===== src/rtl/dp_seq_pkg.sv =====
`default_nettype none
// ============================================================================
// Module      : dp_seq_pkg
// Description : Shared types and constants for the datapath command
//               sequencer: opcode enum, ALU select codes, FSM state enum
//               and the datapath data width.
// Revision    : 1.0 - initial release
// ============================================================================
package dp_seq_pkg;

    localparam int DATA_W = 4;

    typedef enum logic [2:0] {
        OP_LOAD = 3'b000,
        OP_AND  = 3'b001,
        OP_OR   = 3'b010,
        OP_XOR  = 3'b011,
        OP_ADD  = 3'b100,
        OP_READ = 3'b101,
        OP_ILL6 = 3'b110,
        OP_ILL7 = 3'b111
    } op_e;

    localparam logic [1:0] ALU_AND = 2'b00;
    localparam logic [1:0] ALU_OR  = 2'b01;
    localparam logic [1:0] ALU_XOR = 2'b10;
    localparam logic [1:0] ALU_ADD = 2'b11;

    typedef enum logic [1:0] {
        ST_IDLE = 2'd0,
        ST_EXEC = 2'd1,
        ST_RESP = 2'd2
    } state_e;

    // Opcodes that drive the datapath (LOAD and the four ALU ops).
    function automatic logic op_is_exec(input op_e op);
        return (op <= OP_ADD);
    endfunction

endpackage
`default_nettype wire


===== src/rtl/dp_seq_rpt_cnt.sv =====
`default_nettype none
// ============================================================================
// Module      : dp_seq_rpt_cnt
// Description : Loadable down-counter that tracks the remaining EXEC cycles
//               of a command and flags the final one.
// Ports       : clk, rst       - clock, synchronous active-high reset
//               i_load         - load i_load_val (command accept)
//               i_load_val     - number of EXEC cycles (>= 1)
//               i_dec          - one EXEC cycle consumed
//               o_last         - current EXEC cycle is the last one
// Revision    : 1.0 - initial release
// ============================================================================
module dp_seq_rpt_cnt #(
    parameter int CNT_W = 4
) (
    input  logic             clk,
    input  logic             rst,
    input  logic             i_load,
    input  logic [CNT_W-1:0] i_load_val,
    input  logic             i_dec,
    output logic             o_last
);

    logic [CNT_W-1:0] r_cnt;

    always_ff @(posedge clk) begin
        if (rst) begin
            r_cnt <= '0;
        end else if (i_load) begin
            r_cnt <= i_load_val;
        end else if (i_dec && !o_last) begin
            r_cnt <= r_cnt - CNT_W'(1);
        end
    end

    // A count of 0 only exists out of reset; treating it as "last" keeps a
    // stray EXEC entry from ever running 2^CNT_W cycles.
    assign o_last = (r_cnt <= CNT_W'(1));

endmodule
`default_nettype wire


===== src/rtl/dp_sequencer.sv =====
`default_nettype none
// ============================================================================
// Module      : dp_sequencer
// Description : Command sequencer for the 4-bit mux/register/ALU datapath.
//               Accepts opcodes on a valid/ready command channel, drives the
//               datapath for one or more EXEC cycles and returns register
//               value, accumulated ADD carry and error on a valid/ready
//               response channel.
// Config      : DP_SEQ_REPEAT_EN - when defined, ADD runs max(cmd_cnt,1)
//               cycles via dp_seq_rpt_cnt; otherwise every op runs one
//               cycle and cmd_cnt is ignored.
// Ports       : clk, rst                  - clock, sync active-high reset
//               cmd_valid/ready/op/data/cnt - command channel
//               rsp_valid/ready/data/carry/err - response channel
//               dp_*                      - datapath control and status
// Revision    : 1.0 - initial release
// ============================================================================
module dp_sequencer
    import dp_seq_pkg::*;
#(
    parameter int CNT_W = 4
) (
    input  logic              clk,
    input  logic              rst,
    input  logic              cmd_valid,
    output logic              cmd_ready,
    input  logic [2:0]        cmd_op,
    input  logic [DATA_W-1:0] cmd_data,
    input  logic [CNT_W-1:0]  cmd_cnt,
    output logic              rsp_valid,
    input  logic              rsp_ready,
    output logic [DATA_W-1:0] rsp_data,
    output logic              rsp_carry,
    output logic              rsp_err,
    output logic [DATA_W-1:0] dp_mux_in_data,
    output logic [DATA_W-1:0] dp_alu_in_data,
    output logic              dp_mux_sel,
    output logic              dp_load,
    output logic [1:0]        dp_alu_sel,
    input  logic [DATA_W-1:0] dp_reg_out,
    input  logic              dp_carry_out
);

    state_e            r_state;
    state_e            w_state_nxt;
    op_e               r_op;
    logic [DATA_W-1:0] r_data;
    logic              r_carry;
    logic              r_err;
    op_e               w_cmd_op;
    logic              w_accept;
    logic              w_last;

    assign w_cmd_op = op_e'(cmd_op);
    assign w_accept = cmd_valid && cmd_ready;

`ifdef DP_SEQ_REPEAT_EN
    logic [CNT_W-1:0] w_cnt_init;

    // Only ADD repeats; a zero count still executes once.
    assign w_cnt_init = (w_cmd_op == OP_ADD && cmd_cnt != '0) ? cmd_cnt : CNT_W'(1);

    dp_seq_rpt_cnt #(
        .CNT_W      (CNT_W)
    ) u_rpt_cnt (
        .clk        (clk),
        .rst        (rst),
        .i_load     (w_accept),
        .i_load_val (w_cnt_init),
        .i_dec      (r_state == ST_EXEC),
        .o_last     (w_last)
    );
`else
    logic w_unused_cnt;

    assign w_unused_cnt = ^cmd_cnt;
    assign w_last       = 1'b1;
`endif

    always_ff @(posedge clk) begin
        if (rst) begin
            r_state <= ST_IDLE;
            r_op    <= OP_LOAD;
            r_data  <= '0;
            r_carry <= 1'b0;
            r_err   <= 1'b0;
        end else begin
            r_state <= w_state_nxt;
            if (w_accept) begin
                r_op    <= w_cmd_op;
                r_data  <= cmd_data;
                r_carry <= 1'b0;
                r_err   <= (w_cmd_op == OP_ILL6) || (w_cmd_op == OP_ILL7);
            end else if (r_state == ST_EXEC && r_op == OP_ADD) begin
                r_carry <= r_carry | dp_carry_out;
            end
        end
    end

    always_comb begin
        w_state_nxt    = r_state;
        cmd_ready      = 1'b0;
        rsp_valid      = 1'b0;
        rsp_data       = '0;
        dp_mux_in_data = '0;
        dp_alu_in_data = '0;
        dp_mux_sel     = 1'b0;
        dp_load        = 1'b0;
        dp_alu_sel     = ALU_AND;
        case (r_state)
            ST_IDLE: begin
                cmd_ready = !rst;
                if (cmd_valid && !rst) begin
                    w_state_nxt = op_is_exec(w_cmd_op) ? ST_EXEC : ST_RESP;
                end
            end
            ST_EXEC: begin
                dp_load = 1'b1;
                if (r_op == OP_LOAD) begin
                    dp_mux_in_data = r_data;
                end else begin
                    dp_mux_sel     = 1'b1;
                    dp_alu_in_data = r_data;
                    case (r_op)
                        OP_OR:   dp_alu_sel = ALU_OR;
                        OP_XOR:  dp_alu_sel = ALU_XOR;
                        OP_ADD:  dp_alu_sel = ALU_ADD;
                        default: dp_alu_sel = ALU_AND;
                    endcase
                end
                if (w_last) begin
                    w_state_nxt = ST_RESP;
                end
            end
            ST_RESP: begin
                rsp_valid = 1'b1;
                // The datapath register is not loaded in RESP, so this value
                // is held steady for as long as the consumer stalls.
                rsp_data  = dp_reg_out;
                if (rsp_ready) begin
                    w_state_nxt = ST_IDLE;
                end
            end
            default: w_state_nxt = ST_IDLE;
        endcase
    end

    assign rsp_carry = r_carry;
    assign rsp_err   = r_err;

endmodule
`default_nettype wire


===== config.mk =====
export PLATFORM = sky130hd
export DESIGN_NAME = dp_sequencer
export DESIGN_NICKNAME = d
export VERILOG_FILES = /design/src/rtl/dp_seq_pkg.sv /design/src/rtl/dp_seq_rpt_cnt.sv /design/src/rtl/dp_sequencer.sv
export SDC_FILE = /design/constraint.sdc
export NUM_CORES = 1
export LEC_CHECK = 0
export CORE_MARGIN = 3
export CORE_UTILIZATION = 36
export DETAILED_ROUTE_END_ITERATION = 8
export GPL_TIMING_DRIVEN = 1
export HOLD_SLACK_MARGIN = 0.08
export PLACE_DENSITY_LB_ADDON = 0.08
export SETUP_SLACK_MARGIN = 0.2
export SLEW_MARGIN = 10
export SYNTH_ARGS = -nofsm -noshare
export SYNTH_HDL_FRONTEND = slang
export SYNTH_SLANG_ARGS = --single-unit

===== constraint.sdc =====
create_clock -name clk -period 3.73 [get_ports clk]
set_clock_uncertainty 0.15 [all_clocks]
set_input_delay 0.746 -clock clk [delete_from_list [all_inputs] [get_ports clk]]
set_output_delay 0.746 -clock clk [all_outputs]
set_load 0.01 [all_outputs]

### Yosys cells after proc, flatten, opt, wreduce, memory -nomap -nowiden

Index checks and enable logic that the tools add are counted.

* bits in registers: 11
* output and inout bits: 20

* multiplexer cells: 17
* equality and inequality tests: 9
* reductions and logical operators: 9
* magnitude comparators: 1
* bitwise gates (word level): 1

Operators with widths (number)
* 2-to-1 mux 4 bit: 5
* case mux 2 bit (3 select lines): 2
* 2-to-1 mux 2 bit: 5
* == test 3 bit, second input constant: 3
* == test 3 x 2 -> 1 bit, second input constant: 2
* 2-to-1 mux 1 bit: 5
* != test 2 bit, second input constant: 2
* less-or-equal comparator 3 bit, second input constant: 1
* logical AND 1 bit: 3
* zero test 3 bit: 1
* == test 2 x 1 -> 1 bit, second input constant: 1
* == test 2 bit, second input constant: 1
* zero test 2 bit: 1
* AND reduction 2 bit: 1
* OR reduction 2 bit: 1
* zero test 1 bit: 1
* logical OR 1 bit: 1
* OR 1 bit: 1

### Longest topological paths before layout

* word-level depth: 4
* depth in mapped cells: 4

### Least setup slack after synthesis

Ideal clock, no wire load.

* path type: input -> output
* from: input rst
* to: output cmd_ready
* required time: 2834 ps
* buffers on the path: 1
* cell stages on the path: 2
* arrival: 1167 ps
* setup slack: 1667 ps
* cells stage by stage: clkbuf_1 nor3_1

* cells in the longest elaborated chain, start to end: 2

Ends and longest elaborated chain
* start, declared: RTL line dp_sequencer.sv:24 `input logic rst,`
* zero test 1 bit: RTL line dp_sequencer.sv:112 `cmd_ready = !rst;`
* 2-to-1 mux 1 bit: RTL line dp_sequencer.sv:110 `case (r_state)`
* end, declared: RTL line dp_sequencer.sv:26 `output logic cmd_ready,`

Every way passes these cells.

### Worst setup path in the final report

Ends and elaborated chain as after synthesis.

==> impl_metrics.csv <==
group,metric,value,unit
timing,rsz0062_at_grt,"no",
route,finalWirelength,1490,um
timing,setup_viol,0,
timing,timing.fmax,0.344,GHz
clocking,cts_setup_buffers,0,
synthesis,synth-xor-area-share,0.0155,
route,dr.first_iter.drc_count,8,
placement,dpl.hpwl,1170,um
synthesis,synth_nets,89,
critical_path,cp_cell_sequence,"clkdlybuf4s50_1 -> buf_4 -> nor3_1 -> clkdlybuf4s50_1",
clocking,cts.repair.resized,0,
critical_path,criticalPathCategory,"primary input to output pin",
clocking,clk_latency,0.27,ns
global_routing,grt_first_pass_wirelength,2410,um
clocking,clk_pin_slew,0.07,ns
hold_path,hp-class,"flip-flop to flip-flop",
synthesis,netlist_instances,69,
power,p_per_area,297,nW/um2
timing,hold_viol,0,
power,irDropWorstVdd,0.179,mV
global_routing,grt_overflow,0,
finish,fillers,132,
synthesis,synth_compound_area_frac,0.135,
critical_path,cp_data_arrival_time,2.01,ns
run_status,status,"finished, final reports clean",
placement,dp.cells,118,
timing,final_max_slew_viol_count,0,
placement,portBuffers,35,
clocking,cts_sinks,11,
synthesis,yosys.area_share.simple,0.428,
clocking,root_buffer,"clkbuf_4",
timing,min_period,2.91,ns
finish,diodes,0,
route,antenna_left,0,
floorplan,num_io_pins,40,
floorplan,fp.dieH,45.7,um
synthesis,synth_top_family_by_area,"simple AND/OR/NAND/NOR gates",
critical_path,cp_data_required_time,2.83,ns
timing,fin_crit_sh,0.779,
floorplan,die-area,2090,um2
finish,utilization,0.690,
global_routing,grt_pass1_vias,603,
flow_run,cap_violations,0,
timing,tightestPinTransition,0.781,ns
critical_path,reg2reg_slack,2.03,ns
finish,final_cell_mix,"35 x clkdlybuf4s50_1, 11 x dfxtp_1, 9 x nand2b_1",
synthesis,postSynthAreaPerCell,8.21,um2
finish,area_growth,68.4,%
finish,final_common_cell,"clkdlybuf4s50_1",
power,p_leak,0.000358,uW
synthesis,synth.yosys.seq_area_share,0.389,
critical_path,crit_top_cell,"clkdlybuf4s50_1",
floorplan,die_w,45.7,um
timing,relSlewSlack,0.477,
floorplan,rows,13,
finish,drive_gt1_frac,0.0467,
finish,finalNonFillerCells,122,
global_routing,grt_max_degree,19,
global_routing,grt_usage,0.164,
synthesis,ys_seq_elements,11,
route,drt-vias-per-instance,4.98,
timing,finalSetupTns,0,ns
synthesis,yosys.area_share.adder,0,
clocking,cts_max_level,1,
route,wl_per_cell,12.2,um
synthesis,yosysWarnings,0,
clocking,clockBufferDepth,2,
critical_path,crit_slowest_cell,"clkdlybuf4s50_1",
global_routing,antenna_found_initial,0,
critical_path,critPathLaunchType,"primary input",
route,drc_errors,0,
floorplan,fp.coreArea,1380,um2
critical_path,crit_path_end_kind,"output pin",
finish,nets,128,
clocking,cts_hold_buf,0,
route,first_pass_iters,3,
critical_path,max_stage_delay,0.56,ns
route,routed-via-count,607,
timing,whs,0.327,ns
synthesis,synthMuxAreaShare,0,
power,totalPowerFinal,283,uW
clocking,cts_tree,"yes",
synthesis,syn_area,567,um2
floorplan,start_util,0.410,
critical_path,critPathMaxFanout,12,
placement,place_congestion,0.731,
synthesis,synth_cell_types,20,
clocking,numCtsBuffers,3,
## metrics by stage
step | setup WS (ns) | instance area [um2]
6_report | 0.823 | 955
5_1_grt | 0.720 | 955
4_1_cts | 0.805 | 955
3_5_place_dp | 0.824 | 928
3_3_place_gp | 0.803 | 928
2_1_floorplan | 1.67 | 567
## worst max-delay path: cells and delay by family
family                 cells  cell delay (ns)
buffers and inverters      3             1.12
AND/OR/NAND/NOR            1             0.14
## cells by family after synthesis
kind of cell | Yosys count
compound gates | 13
xor+xnor | 1
simple gates | 41
flops | 11
buf+inv | 3
## synth_stat cells
| cell type | n | share of area |
|---|---|---|
| buf_6 | 1 | 0.020 |
| inv_1 | 1 | 0.0066 |
| nand3b_1 | 1 | 0.013 |
| clkbuf_1 | 1 | 0.0066 |
| nand2b_1 | 9 | 0.099 |
| o21ai_0 | 7 | 0.062 |
| dfxtp_1 | 11 | 0.39 |
| nand2_1 | 8 | 0.053 |
| a41oi_1 | 1 | 0.015 |
| o21a_1 | 2 | 0.026 |
| nor2b_1 | 2 | 0.022 |
| nor4b_4 | 1 | 0.042 |
| a211oi_1 | 1 | 0.013 |
| and2_1 | 8 | 0.088 |
| and3_1 | 4 | 0.044 |
| nand3_1 | 1 | 0.0088 |
| nor2_1 | 2 | 0.013 |
| a21oi_1 | 2 | 0.018 |
| nor3_1 | 5 | 0.044 |
| xnor2_1 | 1 | 0.015 |
## state kept, by name (all words and copies together) (netlist names)
| register | cells |
|---|---|
| r_data | 4 |
| r_op | 3 |
| r_state | 2 |
| rsp_carry | 1 |
| rsp_err | 1 |
## area by class of cell
type | count | area [um2] | area share
clock buffers | 4 | 26.3 | 0.0275
inverters | 1 | 3.75 | 0.00393
repair buffers | 36 | 358 | 0.375
flip-flops and latches | 11 | 220 | 0.231
multi-input cells | 55 | 328 | 0.343
well taps | 15 | 18.8 | 0.0197
## layer usage
metal,track usage,wire (um)
met2,0.276,760
met4,0.0702,19
met3,0.0751,86
met5,0,0
met1,0.175,625
## path summary, 6_finish.rpt
kind                                         startpoint                endpoint  depth (start not counted)
worst max-delay path                                rst               cmd_ready                          4
worst min-delay path             r_data[1]$_SDFFE_PP0P_  r_data[1]$_SDFFE_PP0P_                          2
worst max register to register  r_state[1]$_SDFFE_PP0P_    rsp_err$_SDFFE_PP0P_                          3
worst min register to register   r_data[1]$_SDFFE_PP0P_  r_data[1]$_SDFFE_PP0P_                          2
## power breakdown
group	total [uW]	leakage (uW)	internal [uW]	switching, uW
Sequential	135	0.0000903	126	9.26
Clock	81.3	0.0000150	41.5	39.8
Combinational	66.7	0.000253	39.9	26.7
Total	283	0.000358	207	75.8
Power figures use the tool's default switching activity.
==> variant 1: new RTL, config.mk and constraints unchanged <==
Set the package constant `DATA_W` to 6 (it was 4).
--- a/src/rtl/dp_seq_pkg.sv
+++ b/src/rtl/dp_seq_pkg.sv
@@ -9,5 +9,5 @@
 package dp_seq_pkg;
 
-    localparam int DATA_W = 4;
+    localparam int DATA_W = 6;
 
     typedef enum logic [2:0] {
Ports: changed (5 resized); port bits go from 40 to 50. The function was not compared with the original's and may differ.
==> variant 1 against the original RTL <==
Total power increased by 20%; non-clock buffer count grew 11; highest routed layer is now met3; routed wire length increased by 24%; sequential cell count up 2; setup slack got worse by 0.011 ns; critical endpoint unchanged; sequential share of layout area down 2.1 points; design area up 30%; critical path depth is the same; area after synthesis grew 32%; sequential power increased by 19%; core utilization decreased by 1.5 points.
==> variant 1: results (changes against the original RTL) <==
* Final hold vios at 0 (unchanged)
* Leakage at 0.000469 uW (+31%)
* Status: completed
* Initial antenna violation count at 0 (unchanged)
* Synth Warn # at 0 (unchanged)
* Max H-tree Level at 1 (unchanged)
* Maximum vdd ir drop at 0.221 mV (+24%)
* DP HPWL at 1.47 mm (+26%)
* Vias in the first global route at 722 (+20%)
* Top FF cell, synth: dfxtp_1
* GRT Overall Usage at 15.1% (-1.3 points)
* TritonCTS buffer count at 3 (unchanged)
* Net Sw Frac at 28.3% (+1.5 points)
* # nets final at 157 (+23%)
* Slew of the pin with the lowest slew margin at 0.434 ns (-0.348 ns)
* Post-synth cell types at 23 (+15%)
* Family with the most delay on the worst path: buffers and inverters
* Critical path arrival at a little over 2 ns
* Synth Net Count at 108 (+21%)
* Largest net degree at the start of global routing at 23 (+4)
* RePlAce Congestion at 0.668 (-8.6%)
* Drt initial violations at 12 (+4)
* First-pass DRT Iterations at 4 (+1)
* Filler cell count at 167 (+27%)
* Main area contributors after synthesis: dfxtp_1 (35%), o21ai_2 (12%), and2_1 (10%)
* Top cells by count, synth: dfxtp_1 (13), and2_1 (12), nand2_1 (10), nand2b_1 (10), o21ai_2 (10)
* Slowest cell delay on critical path at 0.56 ns (about the same)
* Vias at 758 (+25%)
* CTS Buffer Depth at 2 (unchanged)
* First-pass GRT wire length at 3.00 mm (+25%)
* Share of layout cells above drive strength 1 at 16.7% (+12 points)
* N_diodes at 0 (unchanged)
* I/O Buffers at 45 (+29%)
* Pre-CTS setup slack at 0.796 ns (-0.0277 ns)
* Worst Path Max Fanout at 14 (+2)
* Drt wl/cell at 11.8 um (-3.6%)
* Clock Latency Late Sink at 0.28 ns
* Seq/Total Area, Yosys at 34.9% (-4.0 points)
* Top Registers: r_data: 6 flops, r_op: 3 flops, r_state: 2 flops
[variant 1: cell types whose count changed in the layout (fill, tap and decap cells not counted), moves of 2 or more]
cell and delta:
and2_1 +4, and3_1 +2, clkdlybuf4s50_1 +10, dfxtp_1 +2, nand2_1 +2, nor3_1 -2
nor3_2 +2, o21ai_0 -7, o21ai_2 +10
[variant 1: tightest hold or removal path: cells and delay by family, from the launching register on]
| kind | cells | cell delay, ns |
|---|---|---|
| flip-flops | 1 | 0.32 |
| AO/OA/AOI/OAI | 1 | 0.05 |
| AND/OR/NAND/NOR | 1 | 0.08 |
[variant 1: final cells by class]
| type | count | area, um^2 | area share, % |
|---|---|---|---|
| clock buffer | 4 | 26.3 | 2.11 |
| inverter | 1 | 3.75 | 0.302 |
| timing repair buffer | 47 | 465 | 37.5 |
| sequential | 13 | 260 | 20.9 |
| tap | 25 | 31.3 | 2.52 |
| multi-input combinational | 67 | 455 | 36.7 |
[variant 1: cell families (layout without fill, tap and decap cells)]
| logic type | count (synthesis) | after routing | synth area share [%] |
|---|---|---|---|
| XOR/XNOR | 1 | 1 | 1.17 |
| AND/OR/NAND/NOR | 51 | 51 | 42.3 |
| flip-flops | 13 | 13 | 34.9 |
| AO/OA/AOI/OAI | 15 | 15 | 17.6 |
| buffers and inverters | 4 | 52 | 4.03 |
[variant 1: power groups by stage]
stage          Sequential [uW]  Combinational (uW)  Clock (uW)
2_1_floorplan              162                46.6           0
3_5_place_dp               164                91.2           0
6_report                   161                90.4        88.8
4_1_cts                    161                91.7        92.3
5_1_grt                    162                99.0         101
3_3_place_gp               163                90.0           0
[variant 1: layer usage]
layer  track usage [%]  vias up  part of all wire (%)
met1              16.2      340                    38
met3              8.31        0                    11
met4              1.31        0                     0
li1                  -      384                     -
met2              26.9       34                    51
met5                 0        -                     0
[variant 1: worst paths after layout]
kind                                  from         to  slack (ns)  cells past startpoint
worst min-delay path             r_data[1]  r_data[1]        0.34                      2
worst max register to register  r_state[1]    rsp_err        2.32                      4
worst max-delay path                   rst  cmd_ready        0.81                      4
worst min register to register   r_data[1]  r_data[1]        0.34                      2
[variant 1: through the flow]
stage | cell area (um^2) | std cells | power, uW
floorplan | 746 | 84 | 208
global placement | 1220 | 153 | 253
detailed placement | 1220 | 153 | 255
CTS | 1240 | 157 | 345
global route | 1240 | 157 | 362
finish | 1240 | 157 | 340
==> variant 2: new RTL, same flow settings <==
Made on the original files. Encoding of `state_e`: now one-hot (3 bits for 3 states).
--- a/src/rtl/dp_seq_pkg.sv
+++ b/src/rtl/dp_seq_pkg.sv
@@ -27,8 +27,8 @@
     localparam logic [1:0] ALU_ADD = 2'b11;
 
-    typedef enum logic [1:0] {
-        ST_IDLE = 2'd0,
-        ST_EXEC = 2'd1,
-        ST_RESP = 2'd2
+    typedef enum logic [2:0] {
+        ST_IDLE = 3'b001,
+        ST_EXEC = 3'b010,
+        ST_RESP = 3'b100
     } state_e;
 
Function: same outputs for any inputs over 10 cycles, from zero or initial values and one cycle with rst high; not proved beyond that.
==> variant 2 against the original RTL <==
Area after synthesis is 13% higher; worst hold slack worse by 0.015 ns; non-clock buffer count shrank 1; routed wire length decreased by 1.8%; via count rose by 13%; die area is 11% higher; sequential cell count is 1 higher; design area increased by 9.4%; critical path depth down 1; core utilization is 3.5 points lower; setup slack got worse by 0.18 ns; total power increased by 20%; critical endpoint unchanged.
==> variant 2: results (changes against the original RTL) <==
* Vias in the first global route at 526 (-13%)
* DP HPWL at 1.21 mm (+4.1%)
* Seq/Total Area, Yosys at 37.6% (-1.3 points)
* Post-synth cell types at 23 (+15%)
* Worst Path Max Fanout at 6 (-6)
* Final wirelength at 1.46 mm (-1.8%)
* Post-CTS Setup Bufs at 0 (unchanged)
* Leakage at 0.000433 uW (+21%)
* Top cells by count, synth: nand2_1 (19), dfxtp_1 (12), and2_1 (9)
* Critical path arrival at 2.19 ns (+0.18 ns)
* Largest net degree at the start of global routing at 10 (-9)
* Top Registers: r_data: 4 flops, r_op: 3 flops, r_state: 3 flops
* TritonCTS buffer count at 3 (unchanged)
* Main area contributors after synthesis: dfxtp_1 (38%), nand2_1 (11%), and2_1 (8.8%)
* Synth Warn # at 0 (unchanged)
* I/O Buffers at 35 (unchanged)
* Share of layout cells above drive strength 1 at 7.38% (+2.7 points)
* First-pass GRT wire length at 2.25 mm (-6.6%)
* Worst hold path class: flip-flop to flip-flop
* Post-synthesis instance total at 84 (+22%)
* Drt wl/cell at 10.0 um (-18%)
* N_diodes at 0 (unchanged)
* RePlAce Congestion at 0.692 (-5.2%)
* Maximum vdd ir drop at 0.221 mV (+23%)
* Synth async-reset ratio at 0% (unchanged)
* Initial antenna violation count at 0 (unchanged)
* Via-to-Cell Ratio at 4.71 (-5.4%)
* First-pass DRT Iterations at 4 (+1)
* GRT Overall Usage at 13.7% (-2.7 points)
* Clock Latency Late Sink at 0.26 ns
* Placed cells at 142 (+20%)
* Max H-tree Level at 1 (unchanged)
* Drt initial violations at 14 (+6)
* Net Sw Frac at 27.7% (+0.89 points)
* Top FF cell, synth: dfxtp_1
* Root buf cell: clkbuf_4
* Status: completed
* Synth Net Count at 104 (+17%)
* Pwr/cell area at 325 nW/um^2 (+9.5%)
* Pre-CTS setup slack at 0.651 ns (-0.172 ns)
* Slew HR at 66.5% (+19 points)
* DP Area at 1010 um^2 (+8.6%)
[variant 2: cell types whose count changed in the layout (fill, tap and decap cells not counted), moves of 2 or more]
cell | unedited run | this run
inv_1 | 1 | 4
nand2_1 | 8 | 19
nand2b_1 | 9 | 1
nand3_1 | 1 | 8
nor2_1 | 2 | 5
nor2b_1 | 2 | 0
o21a_1 | 2 | 0
o21ai_0 | 7 | 3
[variant 2: final cells by class]
class,count,area [um^2]
fillers,145,549
multi-input cells,66,368
repair buffers,35,350
flip-flops and latches,12,240
clock buffers,4,36.3
well taps,24,30.0
inverters,5,20.0
[variant 2: metrics by stage]
step / util [%] / hold WS, ns
after global routing: 65.5 / 0.352
after CTS: 65.5 / 0.318
after floorplan: - / 0.288
after detailed placement: 63.3 / 0.305
final: 65.5 / 0.312
after global placement: 63.3 / 0.294
[variant 2: logic make-up after synthesis]
group | share of synthesized area [%]
simple gates | 46.0
flops | 37.6
compound gates | 10.2
buf+inv | 4.89
xor+xnor | 1.37
[variant 2: metal layers]
metal | global-route usage (%) | up-vias | wire, um
li1 | - | 365 | -
met1 | 17.6 | 292 | 676
met2 | 22.1 | 28 | 657
met3 | 3.69 | 2 | 124
met4 | 4.84 | 0 | 5
met5 | 0 | - | 0
[variant 2: final timing paths]
kind	from	endpoint	slack, ns	cells past startpoint
max	rst	cmd_ready	0.64	3
min reg2reg	rsp_err	rsp_err	0.31	2
max reg2reg	r_state[0]	rsp_err	2.15	4
min	rsp_err	rsp_err	0.31	2
[variant 2: power by group through the flow]
stage	logic (uW)	clock network (uW)	registers, uW
2_1_floorplan	50.0	0	157
3_3_place_gp	81.1	0	160
3_5_place_dp	82.5	0	160
4_1_cts	82.8	103	157
5_1_grt	92.1	108	160
6_report	82.0	100	157
[variant 2: critical path, stage by stage]
cell	delay [ns]
clkdlybuf4s50_1	0.53
nor4b_4	0.32
clkdlybuf4s50_1	0.60
